$ cat config.mk
export PLATFORM = sky130hd
export DESIGN_NAME = ibuf_rename_drain_flat
export DESIGN_NICKNAME = d
export VERILOG_FILES = /design/src/rtl/fabscalar_pkg.sv /design/src/rtl/ibuf_rename_drain_if.sv /design/src/rtl/ibuf_rename_drain_ckpt.sv /design/src/rtl/ibuf_rename_drain.sv /design/src/flat_wrapper.sv
export SDC_FILE = /design/constraint.sdc
export NUM_CORES = 1
export LEC_CHECK = 0
export CORE_ASPECT_RATIO = 0.6
export CORE_UTILIZATION = 47
export CTS_CLUSTER_SIZE = 30
export DETAILED_ROUTE_END_ITERATION = 8
export GPL_TIMING_DRIVEN = 0
export PLACE_DENSITY_LB_ADDON = 0.2
export SYNTH_ARGS = -nofsm -noshare
export SYNTH_HDL_FRONTEND = slang
export SYNTH_HIERARCHICAL = 1
export SYNTH_SLANG_ARGS = --single-unit
$ cat constraint.sdc
create_clock -name clk -period 9.8 [get_ports clk]
set_input_delay 1.96 -clock clk [delete_from_list [all_inputs] [get_ports clk]]
set_output_delay 1.96 -clock clk [all_outputs]
set_load 0.02 [all_outputs]
$ cat src/rtl/fabscalar_pkg.sv
// rtl/fabscalar_pkg.sv - shared machine parameters for the instruction buffer / rename boundary
package fabscalar_pkg;

  localparam int DISPATCH_WIDTH  = 4;
  localparam int DECODED_PKT_W   = 32;
  localparam int BRANCH_FLAG_BIT = 31;
  localparam int NUM_CHECKPOINTS = 4;
  localparam int CKPT_W          = $clog2(NUM_CHECKPOINTS + 1);
  localparam int BRANCH_COUNT    = $clog2(DISPATCH_WIDTH + 1);
  localparam int BRANCH_COUNT_W  = BRANCH_COUNT;

  function automatic logic is_branch(input logic [DECODED_PKT_W-1:0] pkt);
    return pkt[BRANCH_FLAG_BIT];
  endfunction

endpackage

$ cat src/rtl/ibuf_rename_drain_if.sv
// rtl/ibuf_rename_drain_if.sv - buffer-head, rename and checkpoint signals of the drain stage
interface ibuf_rename_drain_if
  import fabscalar_pkg::*;
#(
  parameter int PKT_W          = DECODED_PKT_W,
  parameter int CKPT_W_P       = CKPT_W,
  parameter int BRANCH_COUNT_P = BRANCH_COUNT_W
);
  logic                      flush_i;
  logic                      instBufferReady_i;
  logic [PKT_W-1:0]          decodedPacket0_i;
  logic [PKT_W-1:0]          decodedPacket1_i;
  logic [PKT_W-1:0]          decodedPacket2_i;
  logic [PKT_W-1:0]          decodedPacket3_i;
  logic [BRANCH_COUNT_P-1:0] branchCount_i;
  logic                      stall_o;
  logic                      renameStall_i;
  logic [CKPT_W_P-1:0]       ckptRelease_i;
  logic                      renameReady_o;
  logic [PKT_W-1:0]          renamePacket0_o;
  logic [PKT_W-1:0]          renamePacket1_o;
  logic [PKT_W-1:0]          renamePacket2_o;
  logic [PKT_W-1:0]          renamePacket3_o;
  logic [CKPT_W_P-1:0]       freeCkpt_o;

  modport master (
    output flush_i, instBufferReady_i, decodedPacket0_i, decodedPacket1_i,
           decodedPacket2_i, decodedPacket3_i, branchCount_i, renameStall_i, ckptRelease_i,
    input  stall_o, renameReady_o, renamePacket0_o, renamePacket1_o,
           renamePacket2_o, renamePacket3_o, freeCkpt_o
  );

  modport slave (
    input  flush_i, instBufferReady_i, decodedPacket0_i, decodedPacket1_i,
           decodedPacket2_i, decodedPacket3_i, branchCount_i, renameStall_i, ckptRelease_i,
    output stall_o, renameReady_o, renamePacket0_o, renamePacket1_o,
           renamePacket2_o, renamePacket3_o, freeCkpt_o
  );
endinterface

$ cat src/rtl/ibuf_rename_drain_ckpt.sv
// rtl/ibuf_rename_drain_ckpt.sv - free branch checkpoint counter with flush reload and saturation
module ckpt_free_counter
  import fabscalar_pkg::*;
#(
  parameter int NUM_CKPT = NUM_CHECKPOINTS,
  parameter int CW       = CKPT_W,
  parameter int BW       = BRANCH_COUNT_W
) (
  input  logic          clk,
  input  logic          rst,
  input  logic          flush_i,
  input  logic [CW-1:0] release_i,
  input  logic [BW-1:0] consume_i,
  output logic [CW-1:0] free_o
);
  localparam logic [CW:0] MAX_SUM = (CW+1)'(NUM_CKPT);

  logic [CW-1:0] r_free;
  logic [CW:0]   w_sum;
  logic [CW-1:0] w_next;

  // One extra bit so an over-release is visible before clamping
  always_comb begin
    w_sum  = (CW+1)'(r_free) + (CW+1)'(release_i) - (CW+1)'(consume_i);
    w_next = (w_sum > MAX_SUM) ? CW'(NUM_CKPT) : w_sum[CW-1:0];
  end

  always_ff @(posedge clk or posedge rst) begin
    if (rst) begin
      r_free <= CW'(NUM_CKPT);
    end else if (flush_i) begin
      r_free <= CW'(NUM_CKPT);
    end else begin
      r_free <= w_next;
    end
  end

  always @(posedge clk) begin
    if (!rst && !flush_i) begin
      assert (w_sum <= MAX_SUM);
    end
  end

  assign free_o = r_free;
endmodule

$ cat src/rtl/ibuf_rename_drain.sv
// rtl/ibuf_rename_drain.sv - takes dispatch groups off the instruction buffer head and registers them for rename
module ibuf_rename_drain
  import fabscalar_pkg::*;
#(
  parameter int PKT_W           = DECODED_PKT_W,
  parameter int NUM_CKPT        = NUM_CHECKPOINTS,
  parameter int CKPT_W_P        = CKPT_W,
  parameter int BRANCH_COUNT_P  = BRANCH_COUNT_W
) (
  input  logic                clk,
  input  logic                reset,
  ibuf_rename_drain_if.slave  bus
);
  logic                      r_ready;
  logic [PKT_W-1:0]          r_pkt0;
  logic [PKT_W-1:0]          r_pkt1;
  logic [PKT_W-1:0]          r_pkt2;
  logic [PKT_W-1:0]          r_pkt3;
  logic [CKPT_W_P-1:0]       w_free;
  logic                      w_hold;
  logic                      w_ckpt_short;
  logic                      w_stall;
  logic                      w_accept;
  logic [BRANCH_COUNT_P-1:0] w_consume;

  // Shortage check uses the registered count so stall has no path from release
  always_comb begin
    w_hold       = r_ready & bus.renameStall_i;
    w_ckpt_short = bus.instBufferReady_i & (CKPT_W_P'(bus.branchCount_i) > w_free);
    w_stall      = reset | bus.flush_i | w_hold | w_ckpt_short;
    w_accept     = bus.instBufferReady_i & ~w_stall;
    w_consume    = w_accept ? bus.branchCount_i : '0;
  end

  always_ff @(posedge clk or posedge reset) begin
    if (reset) begin
      r_ready <= 1'b0;
      r_pkt0  <= '0;
      r_pkt1  <= '0;
      r_pkt2  <= '0;
      r_pkt3  <= '0;
    end else if (bus.flush_i) begin
      r_ready <= 1'b0;
      r_pkt0  <= '0;
      r_pkt1  <= '0;
      r_pkt2  <= '0;
      r_pkt3  <= '0;
    end else if (w_accept) begin
      r_ready <= 1'b1;
      r_pkt0  <= bus.decodedPacket0_i;
      r_pkt1  <= bus.decodedPacket1_i;
      r_pkt2  <= bus.decodedPacket2_i;
      r_pkt3  <= bus.decodedPacket3_i;
    end else if (!w_hold) begin
      r_ready <= 1'b0;
    end
  end

  ckpt_free_counter #(
    .NUM_CKPT (NUM_CKPT),
    .CW       (CKPT_W_P),
    .BW       (BRANCH_COUNT_P)
  ) u_ckpt (
    .clk       (clk),
    .rst       (reset),
    .flush_i   (bus.flush_i),
    .release_i (bus.ckptRelease_i),
    .consume_i (w_consume),
    .free_o    (w_free)
  );

  assign bus.stall_o         = w_stall;
  assign bus.renameReady_o   = r_ready;
  assign bus.renamePacket0_o = r_pkt0;
  assign bus.renamePacket1_o = r_pkt1;
  assign bus.renamePacket2_o = r_pkt2;
  assign bus.renamePacket3_o = r_pkt3;
  assign bus.freeCkpt_o      = w_free;
endmodule

$ cat src/flat_wrapper.sv
// flat-port wrapper written by rule: the top's interface ports become plain ports
module ibuf_rename_drain_flat import fabscalar_pkg::*;
#(
  parameter int PKT_W           = DECODED_PKT_W,
  parameter int NUM_CKPT        = NUM_CHECKPOINTS,
  parameter int CKPT_W_P        = CKPT_W,
  parameter int BRANCH_COUNT_P  = BRANCH_COUNT_W
)
  (clk, reset, bus_flush_i, bus_instBufferReady_i, bus_decodedPacket0_i, bus_decodedPacket1_i, bus_decodedPacket2_i, bus_decodedPacket3_i, bus_branchCount_i, bus_renameStall_i, bus_ckptRelease_i, bus_stall_o, bus_renameReady_o, bus_renamePacket0_o, bus_renamePacket1_o, bus_renamePacket2_o, bus_renamePacket3_o, bus_freeCkpt_o);
  ibuf_rename_drain_if #(.PKT_W(PKT_W), .CKPT_W_P(CKPT_W_P), .BRANCH_COUNT_P(BRANCH_COUNT_P)) bus_i ();
  input  logic clk;
  input  logic reset;
  input wire logic [$bits(bus_i.flush_i)-1:0] bus_flush_i;
  input wire logic [$bits(bus_i.instBufferReady_i)-1:0] bus_instBufferReady_i;
  input wire logic [$bits(bus_i.decodedPacket0_i)-1:0] bus_decodedPacket0_i;
  input wire logic [$bits(bus_i.decodedPacket1_i)-1:0] bus_decodedPacket1_i;
  input wire logic [$bits(bus_i.decodedPacket2_i)-1:0] bus_decodedPacket2_i;
  input wire logic [$bits(bus_i.decodedPacket3_i)-1:0] bus_decodedPacket3_i;
  input wire logic [$bits(bus_i.branchCount_i)-1:0] bus_branchCount_i;
  input wire logic [$bits(bus_i.renameStall_i)-1:0] bus_renameStall_i;
  input wire logic [$bits(bus_i.ckptRelease_i)-1:0] bus_ckptRelease_i;
  output wire logic [$bits(bus_i.stall_o)-1:0] bus_stall_o;
  output wire logic [$bits(bus_i.renameReady_o)-1:0] bus_renameReady_o;
  output wire logic [$bits(bus_i.renamePacket0_o)-1:0] bus_renamePacket0_o;
  output wire logic [$bits(bus_i.renamePacket1_o)-1:0] bus_renamePacket1_o;
  output wire logic [$bits(bus_i.renamePacket2_o)-1:0] bus_renamePacket2_o;
  output wire logic [$bits(bus_i.renamePacket3_o)-1:0] bus_renamePacket3_o;
  output wire logic [$bits(bus_i.freeCkpt_o)-1:0] bus_freeCkpt_o;
  assign bus_i.flush_i = bus_flush_i;
  assign bus_i.instBufferReady_i = bus_instBufferReady_i;
  assign bus_i.decodedPacket0_i = bus_decodedPacket0_i;
  assign bus_i.decodedPacket1_i = bus_decodedPacket1_i;
  assign bus_i.decodedPacket2_i = bus_decodedPacket2_i;
  assign bus_i.decodedPacket3_i = bus_decodedPacket3_i;
  assign bus_i.branchCount_i = bus_branchCount_i;
  assign bus_i.renameStall_i = bus_renameStall_i;
  assign bus_i.ckptRelease_i = bus_ckptRelease_i;
  assign bus_stall_o = bus_i.stall_o;
  assign bus_renameReady_o = bus_i.renameReady_o;
  assign bus_renamePacket0_o = bus_i.renamePacket0_o;
  assign bus_renamePacket1_o = bus_i.renamePacket1_o;
  assign bus_renamePacket2_o = bus_i.renamePacket2_o;
  assign bus_renamePacket3_o = bus_i.renamePacket3_o;
  assign bus_freeCkpt_o = bus_i.freeCkpt_o;
  ibuf_rename_drain #(.PKT_W(PKT_W), .NUM_CKPT(NUM_CKPT), .CKPT_W_P(CKPT_W_P), .BRANCH_COUNT_P(BRANCH_COUNT_P)) u_core (.clk(clk), .reset(reset), .bus(bus_i));
endmodule
Word level (Yosys, flattened, before mapping)
Cells that the tools add are included.
{"block": "classes", "add_sub_neg": 2, "n_mul": 0, "div_mod_pow": 0, "order_cmp": 2, "eq_ne": 1, "n_shift": 0, "n_mux": 14, "bitwise_logic": 7, "n_reduce_logical": 1}
{"cell": "32-bit 2-to-1 mux", "count": 8}
{"cell": "3-bit 2-to-1 mux", "count": 3}
{"cell": "3-bit by 3-bit adder with 4-bit output", "count": 1}
{"cell": "4-bit by 3-bit > comparator with 1-bit output, second input constant", "count": 1}
{"cell": "4-bit by 3-bit subtractor with 4-bit output", "count": 1}
{"cell": "1-bit AND", "count": 3}
{"cell": "3-bit > comparator", "count": 1}
{"cell": "1-bit 2-to-1 mux", "count": 3}
{"cell": "3-bit != test, second input constant", "count": 1}
{"cell": "1-bit OR", "count": 3}
{"cell": "2-bit nonzero test", "count": 1}
{"cell": "1-bit inverter", "count": 1}
{"block": "totals", "reg_bits": 132, "latchBits": 0, "ram_bits": 0, "mem_bits_ro": 0, "in_bits": 139, "output_inout_bits": 133, "n_memories": 0}

Longest topological paths before layout
Gate-level depths: netlist of run 1.
{"block": "logic_depth", "depth_word": 10, "ltp_mapped": 14, "depth_no_buf": 12}

Hierarchy
The synthesis of run 1 kept the hierarchy.
{"module": "ibuf_rename_drain", "instances": 1, "cells_each": 591, "area_per_inst_um2": 6182.2, "seq_area_each_um2": 3228.1}
{"module": "ckpt_free_counter", "instances": 1, "cells_each": 29, "area_per_inst_um2": 291.5, "seq_area_each_um2": 76.3}

Worst setup path before layout of run 1
OpenSTA, ideal clock, no wires.
{"block": "synth_path", "path_type": "input port to output port", "from": "input bus_branchCount_i[0]", "to": "output bus_stall_o", "arrival_ns": 3.170, "setup_slack_ns": 4.670, "stages": 7, "path_cell_list": "inv_1 ha_1 and3_1 a21oi_2 clkbuf_1 nand2_1 nand2_1"}
{"block": "synth_via", "elab_chain_len": 3}
{"element": "start, declared", "line": "flat_wrapper.sv:19", "source": "input wire logic [$bits(bus_i.branchCount_i)-1:0] bus_branchCount_i;"}
{"element": "3-bit > comparator", "line": "ibuf_rename_drain.sv:29", "source": "w_ckpt_short = bus.instBufferReady_i & (CKPT_W_P'(bus.branchCount_i) > w_free);"}
{"element": "1-bit AND", "line": "ibuf_rename_drain.sv:29"}
{"element": "1-bit OR", "line": "ibuf_rename_drain.sv:30", "source": "w_stall = reset | bus.flush_i | w_hold | w_ckpt_short;"}
{"element": "end, declared", "line": "flat_wrapper.sv:22", "source": "output wire logic [$bits(bus_i.stall_o)-1:0] bus_stall_o;"}
Every way passes these cells.

Worst setup path in the final report of run 1
Same ends and word-level chain as after synthesis.

==> impl_metrics.yaml, run 1 <==
power:
  cellPowerDensity_nw_per_um2: 194.4
  irDropWorstVdd_mv: 0.1266
  leakage_nw: 3.984
critical_path:
  r2r_slack_ns: 5.70
  crit_fanout: 10
  cp.required_ns: 7.84
  cp_data_arrival_time_ns: 4.40
  cp-start-kind: "input pin"
  crit_type: "input pin to primary output"
  r2r-start: "u_core/u_ckpt/free_o[2]"
  worstReg2RegEnd: "u_core/u_ckpt/free_o[0]"
  r2r_cells: 14
  worst_setup_path_end_kind: "primary output"
timing:
  slew_viol_final: 0
  rsz0062_at_grt: "no"
  hold_violations: 0
  finalSetupTns_ns: 0
  fin_crit_ns: 6.364
  finClkSkew_ns: 0.009202
  slew_headroom_pct: 53.78
  report.final.setup_viol: 0
  fin_crit_sh_pct: 64.94
  clock.fmax_mhz: 157.1
  whs_ns: 0.5412
  worst_pin_slew_ns: 0.6933
floorplanning:
  io_pins: 272
  rows: 32
  start_util_pct: 49.29
  dieArea_um2: 14260
  die_x_um: 153.5
  coreArea_um2: 13130
  die_y_um: 92.91
routing:
  num_vias: 5709
  drcViolationCount: 0
  detail_route.vias_per_cell: 5.223
  drt-initial-drc-count: 253
  drtPass1Iterations: 5
  drtAntennaViolNets: 0
  wl_per_cell_um: 17.98
  wl_um: 19650
synth:
  muxShareOfSynthArea_pct: 0
  synth_cell_types: 29
  synthSimpleGateAreaFrac_pct: 8.562
  syn_nets: 769
  synthAdderAreaFrac_pct: 2.281
  synthXorXnorAreaFrac_pct: 0.1353
  synth_top_area_share_pct: 50.64
  ys_ff_latch: 132
  synth_top_family_by_area: "compound AO/OA/AOI/OAI gates"
  yosys_warnings: 6
  synthArstFlopShare_pct: 100.0
  postSynthCellCount: 620
  synth_area_leaders: "dfrtp_1 51%, o32ai_2 15%, o32ai_1 9.2%, inv_1 8.2%, nand2_1 7.7%"
  synth_flop_cell: "dfrtp_1"
  synth_edf_count: 0
  netlist_area_um2: 6474
  syn_area_per_cell_um2: 10.44
  ys_seq_area_share_pct: 51.04
  yosysTopAreaCell: "dfrtp_1"
  synth_compound_area_share_pct: 25.51
placement:
  port_buffers: 271
  place_congestion: 0.8198
  dpl.hpwl_um: 14350
clock_network:
  hold_buffers: 0
  cts-resized-gates: 0
  clk_latency_ns: 0.40
  cts_root_buf: "clkbuf_16"
  cts_made_buffers: 17
  cts.path.max_buffers: 2
  cts_tree: "built"
  cts.clk_slew.worst_paths_ns: 0.06
  htreeDepth: 4
  postCtsSetupBuffers: 0
  cts_sinks: 132
finish:
  n_antenna_cell: 0
  fin_nets: 1060
  syn_to_final_growth_pct: 54.81
  layout-drive-gt1-share_pct: 14.30
hold_path:
  hold_start: "u_core/bus.renamePacket3_o[16]"
  hp-class: "register to register"
  whs_endpoint: "u_core/bus.renamePacket3_o[16]"
  worstHoldPathCells: 2
grt:
  grt_pass1_wl_um: 31800
  grt_overflow_total: 0
  grt_pass1_vias: 6045
  grtUsageTotal_pct: 28.87
  antenna_found_initial: 0
  grt_start_max_net_pins: 91
run_status:
  outcome: "finished, final reports clean"
job:
  maxCapViolCount: 0
critical path, stage by stage:
cell and delay (ns):
clkdlybuf4s50_1 0.47, inv_1 0.06, ha_1 0.28, and3_1 0.19, a21oi_2 0.24, clkbuf_1 0.42, nand2_1 0.10, nand2_1 0.09
clkdlybuf4s50_1 0.60
state kept, by name (all words and copies together), names as in the netlist:
name and flops:
u_core/bus.renamePacket0_o 32, u_core/bus.renamePacket3_o 32, u_core/bus.renamePacket2_o 32, u_core/bus.renameReady_o 1
u_core/bus.renamePacket1_o 32, u_core/u_ckpt/free_o 3
cells in the final DEF, fill, tap and decap left out, types with 2 or more instances in the layout:
cell type	Yosys	final
clkdlybuf4s50_1	0	271
inv_1	141	140
nand2_1	132	132
dfrtp_1	131	131
o32ai_1	68	68
o32ai_2	60	60
buf_2	30	30
clkbuf_1	17	19
clkbuf_16	0	17
ha_1	7	7
buf_4	6	6
clkinvlp_4	0	3
bufinv_16	0	3
clkinv_4	0	3
and2_1	3	3
fa_1	3	3
clkinv_2	0	2
inv_6	0	2
buf_1	2	2
a21oi_1	2	2
a2111oi_1	2	2
o21a_1	2	2
metal layers:
metal	global-route usage [%]	up-vias	routed length, um
met4	9.417	0	441
met5	0	-	0
met1	35.82	2731	8086
met3	9.780	35	1671
met2	47.50	249	9454
li1	-	2694	-
cells in the mapped netlist (all sizes together) (2+ instances only):
cell	number
nor2	2
o21a	2
and2	3
ha	7
inv	141
buf	39
a2111oi	2
o32ai	128
dfrtp	131
fa	3
nand2	132
clkbuf	17
a21oi	3
cell families after synthesis:
family	Yosys count
adders and majority gates	10
DFF	132
AOI/OAI and AO/OA	138
and+or+nand+nor	142
xor gates and xnor gates	1
buffers and inverters	197
how the worst max path moves through the flow:
stage | start | endpoint | slack (ns)
floorplan | reset | u_core/bus.renamePacket0_o[0] | 4.40
global placement | reset | u_core/bus.renamePacket0_o[20] | 2.66
detailed placement | bus_branchCount_i[0] | bus_stall_o | 3.43
CTS | bus_branchCount_i[0] | bus_stall_o | 3.44
global route | bus_branchCount_i[0] | bus_stall_o | 3.32
finish | bus_branchCount_i[0] | bus_stall_o | 3.44
through the flow:
step                      power (mW)  worst slack (ns)  cell area, um^2  utilization [%]  cells
after floorplan                1.042             4.399             6474                -    620
after global placement         1.289             2.660             9399            71.57   1061
after detailed placement       1.314             3.427             9432            71.82   1062
after CTS                      1.959             3.440            10020            76.31   1093
after global routing           2.036             3.317            10020            76.31   1093
final                          1.948             3.436            10020            76.31   1093
where the power goes:
group          switching (mW)  total [mW]  internal, mW
logic                   0.373       0.668         0.295
clock network           0.238       0.637         0.400
registers              0.0373       0.643         0.606
layout make-up:
class | instances | area, um^2
Buffer | 56 | 277.8
Clock buffer | 19 | 432.9
Clock inverter | 12 | 157.7
Fill cell | 853 | 3110
Inverter | 141 | 534.3
Multi-Input combinational cell | 291 | 2362
Sequential cell | 132 | 3304
Tap cell | 170 | 212.7
Timing Repair Buffer | 272 | 2740
(Power assumes the default switching activity.)
==> run 2: changes to the inputs <==
--- a/config.mk
+++ b/config.mk
@@ -6,7 +6,7 @@
 export NUM_CORES = 1
 export LEC_CHECK = 0
 export CORE_ASPECT_RATIO = 0.6
-export CORE_UTILIZATION = 47
+export CORE_UTILIZATION = 39
 export CTS_CLUSTER_SIZE = 30
 export DETAILED_ROUTE_END_ITERATION = 8
 export GPL_TIMING_DRIVEN = 0
==> constraint.sdc (replaced) <==
create_clock -name clk -period 5.6 [get_ports clk]
set_input_delay 1.12 -clock clk [delete_from_list [all_inputs] [get_ports clk]]
set_output_delay 1.12 -clock clk [all_outputs]
set_load 0.02 [all_outputs]
==> run 2 against run 1 <==
Net effect: global-route usage is 6.0 points lower; design area is 1.3% higher; clock-buffer cell count stayed put; via count is 2.4% lower; worst hold slack better by 0.0010 ns; clock skew is 0.0031 ns higher.
==> impl_metrics.yaml, run 2 (same netlist as run 1, synthesis figures left out) <==
timing:
  whs_ns: 0.5422
  finalSetupTns_ns: 0
  clock.fmax_mhz: 215.1
  finClkSkew_ns: 0.01230
  slew_headroom_pct: 49.03
  fin_crit_sh_pct: 83.03
  slew_viol_final: 0
  rsz0062_at_grt: "no"
  worst_pin_slew_ns: 0.7645
  hold_violations: 0
  fin_ws_ns: 0.9505
  fin_crit_ns: 4.650
  report.final.setup_viol: 0
floorplanning:
  io_pins: 272
  start_util_pct: 39.92
  rows: 36
  coreArea_um2: 16220
  die_y_um: 101.8
  dieArea_um2: 17140
  die_x_um: 168.3
power:
  irDropWorstVdd_mv: 0.1693
  leakage_nw: 4.028
  cellPowerDensity_nw_per_um2: 351.1
grt:
  grtUsageTotal_pct: 22.88
  antenna_found_initial: 0
  grt_pass1_wl_um: 30270
  grt_overflow_total: 0
  grt_pass1_vias: 5565
  grt_start_max_net_pins: 68
finish:
  fillers: 1393
  syn_to_final_growth_pct: 56.80
  final_cell_area_um2: 10150
  most-common-layout-cells: "271 x clkdlybuf4s50_1, 140 x inv_1, 132 x nand2_1"
  n_antenna_cell: 0
  layout-drive-gt1-share_pct: 14.41
  instances_no_fill: 1132
  final_common_cell: "clkdlybuf4s50_1"
  fin_nets: 1060
critical_path:
  cp-startpoint: "bus_branchCount_i[0]"
  crit_chain: "clkdlybuf4s50_1 -> inv_1 -> ha_1 -> and3_1 -> a21oi_2 -> clkbuf_1 -> nand2_1 -> nand2_1 -> clkdlybuf4s50_1"
  r2r_slack_ns: 1.55
  critPathSlowestCell: "clkdlybuf4s50_1"
  r2r-start: "u_core/u_ckpt/free_o[2]"
  worst_setup_path_end_kind: "primary output"
  cp-start-kind: "input pin"
  cp_data_arrival_time_ns: 3.53
  r2r_cells: 14
  crit_fanout: 10
  slowest_delay_ns: 0.60
  crit_type: "input pin to primary output"
  cp.required_ns: 4.48
  worstReg2RegEnd: "u_core/u_ckpt/free_o[0]"
routing:
  drt-initial-drc-count: 345
  drtAntennaViolNets: 0
  drcViolationCount: 0
  num_vias: 5572
  detail_route.vias_per_cell: 4.922
  drtPass1Iterations: 4
  wl_per_cell_um: 16.96
  wl_um: 19200
clock_network:
  clk_latency_ns: 0.41
  cts_sinks: 132
  postCtsSetupBuffers: 0
  cts.path.max_buffers: 2
  hold_buffers: 0
  cts_root_buf: "clkbuf_16"
  cts-resized-gates: 0
  cts_tree: "built"
  cts_made_buffers: 17
  cts.clk_slew.worst_paths_ns: 0.06
  htreeDepth: 4
placement:
  dpl-instance-area_um2: 9480
  dpl.hpwl_um: 13680
  port_buffers: 271
  place_congestion: 0.8034
  dp_cells: 1101
  post-place-ws_ns: 0.5461
hold_path:
  hp-class: "register to register"
  hold_start: "u_core/bus.renamePacket3_o[26]"
  worstHoldPathCells: 2
  whs_endpoint: "u_core/bus.renamePacket3_o[26]"
job:
  maxCapViolCount: 0
run_status:
  outcome: "finished, final reports clean"
## run 2: changes by cell type in the layout (fill, tap and decap cells not counted), sizes merged
cell / change
bufinv: +3
clkinvlp: -2
clkinv: -1
## run 2: worst max path at each step
stage / end / slack (ns) / cells after the start
CTS: u_core/u_ckpt/free_o[0] / 0.95 / 15
global route: u_core/u_ckpt/free_o[0] / 0.68 / 15
finish: bus_stall_o / 0.95 / 9
global placement: u_core/bus.renamePacket1_o[15] / -1.13 / 2
floorplan: u_core/bus.renamePacket0_o[0] / 1.04 / 1
detailed placement: u_core/u_ckpt/free_o[0] / 0.55 / 15
## run 2: cell type report
class                      instances  area (um^2)  area share [%]
tap                              209        261.5           2.576
buffer                            56        277.8           2.736
timing repair buffer             272         2740           26.99
multi-input combinational        291         2362           23.27
sequential                       132         3304           32.55
clock buffer                      19        442.9           4.363
clock inverter                    12        227.7           2.243
inverter                         141        534.3           5.263
## run 2: power by group
part | total (mW) | internal (mW) | switching [mW]
combinational | 1.17 | 0.517 | 0.652
clock | 1.28 | 0.848 | 0.429
sequential | 1.12 | 1.06 | 0.0582
total | 3.56 | 2.42 | 1.14
## run 2: metrics by stage
step	power [mW]	utilization [%]
2_1_floorplan	1.823	-
3_3_place_gp	2.298	58.26
3_5_place_dp	2.305	58.46
4_1_cts	3.601	62.60
5_1_grt	3.741	62.60
6_report	3.564	62.60
## run 2: worst max-delay path, delay by kind of cell
family / cells / cell delay, ns
AND/OR/NAND/NOR: 3 / 0.36
buffers and inverters: 4 / 1.53
adder cells (fa/ha/maj): 1 / 0.27
AO/OA/AOI/OAI: 1 / 0.25
## run 2: per-layer routing
layer	vias up	global-route usage [%]	wire length, um
met5	-	0	0
met4	0	5.455	147
met3	12	9.691	1866
met2	201	33.58	8401
met1	2678	31.22	8785
li1	2681	-	-
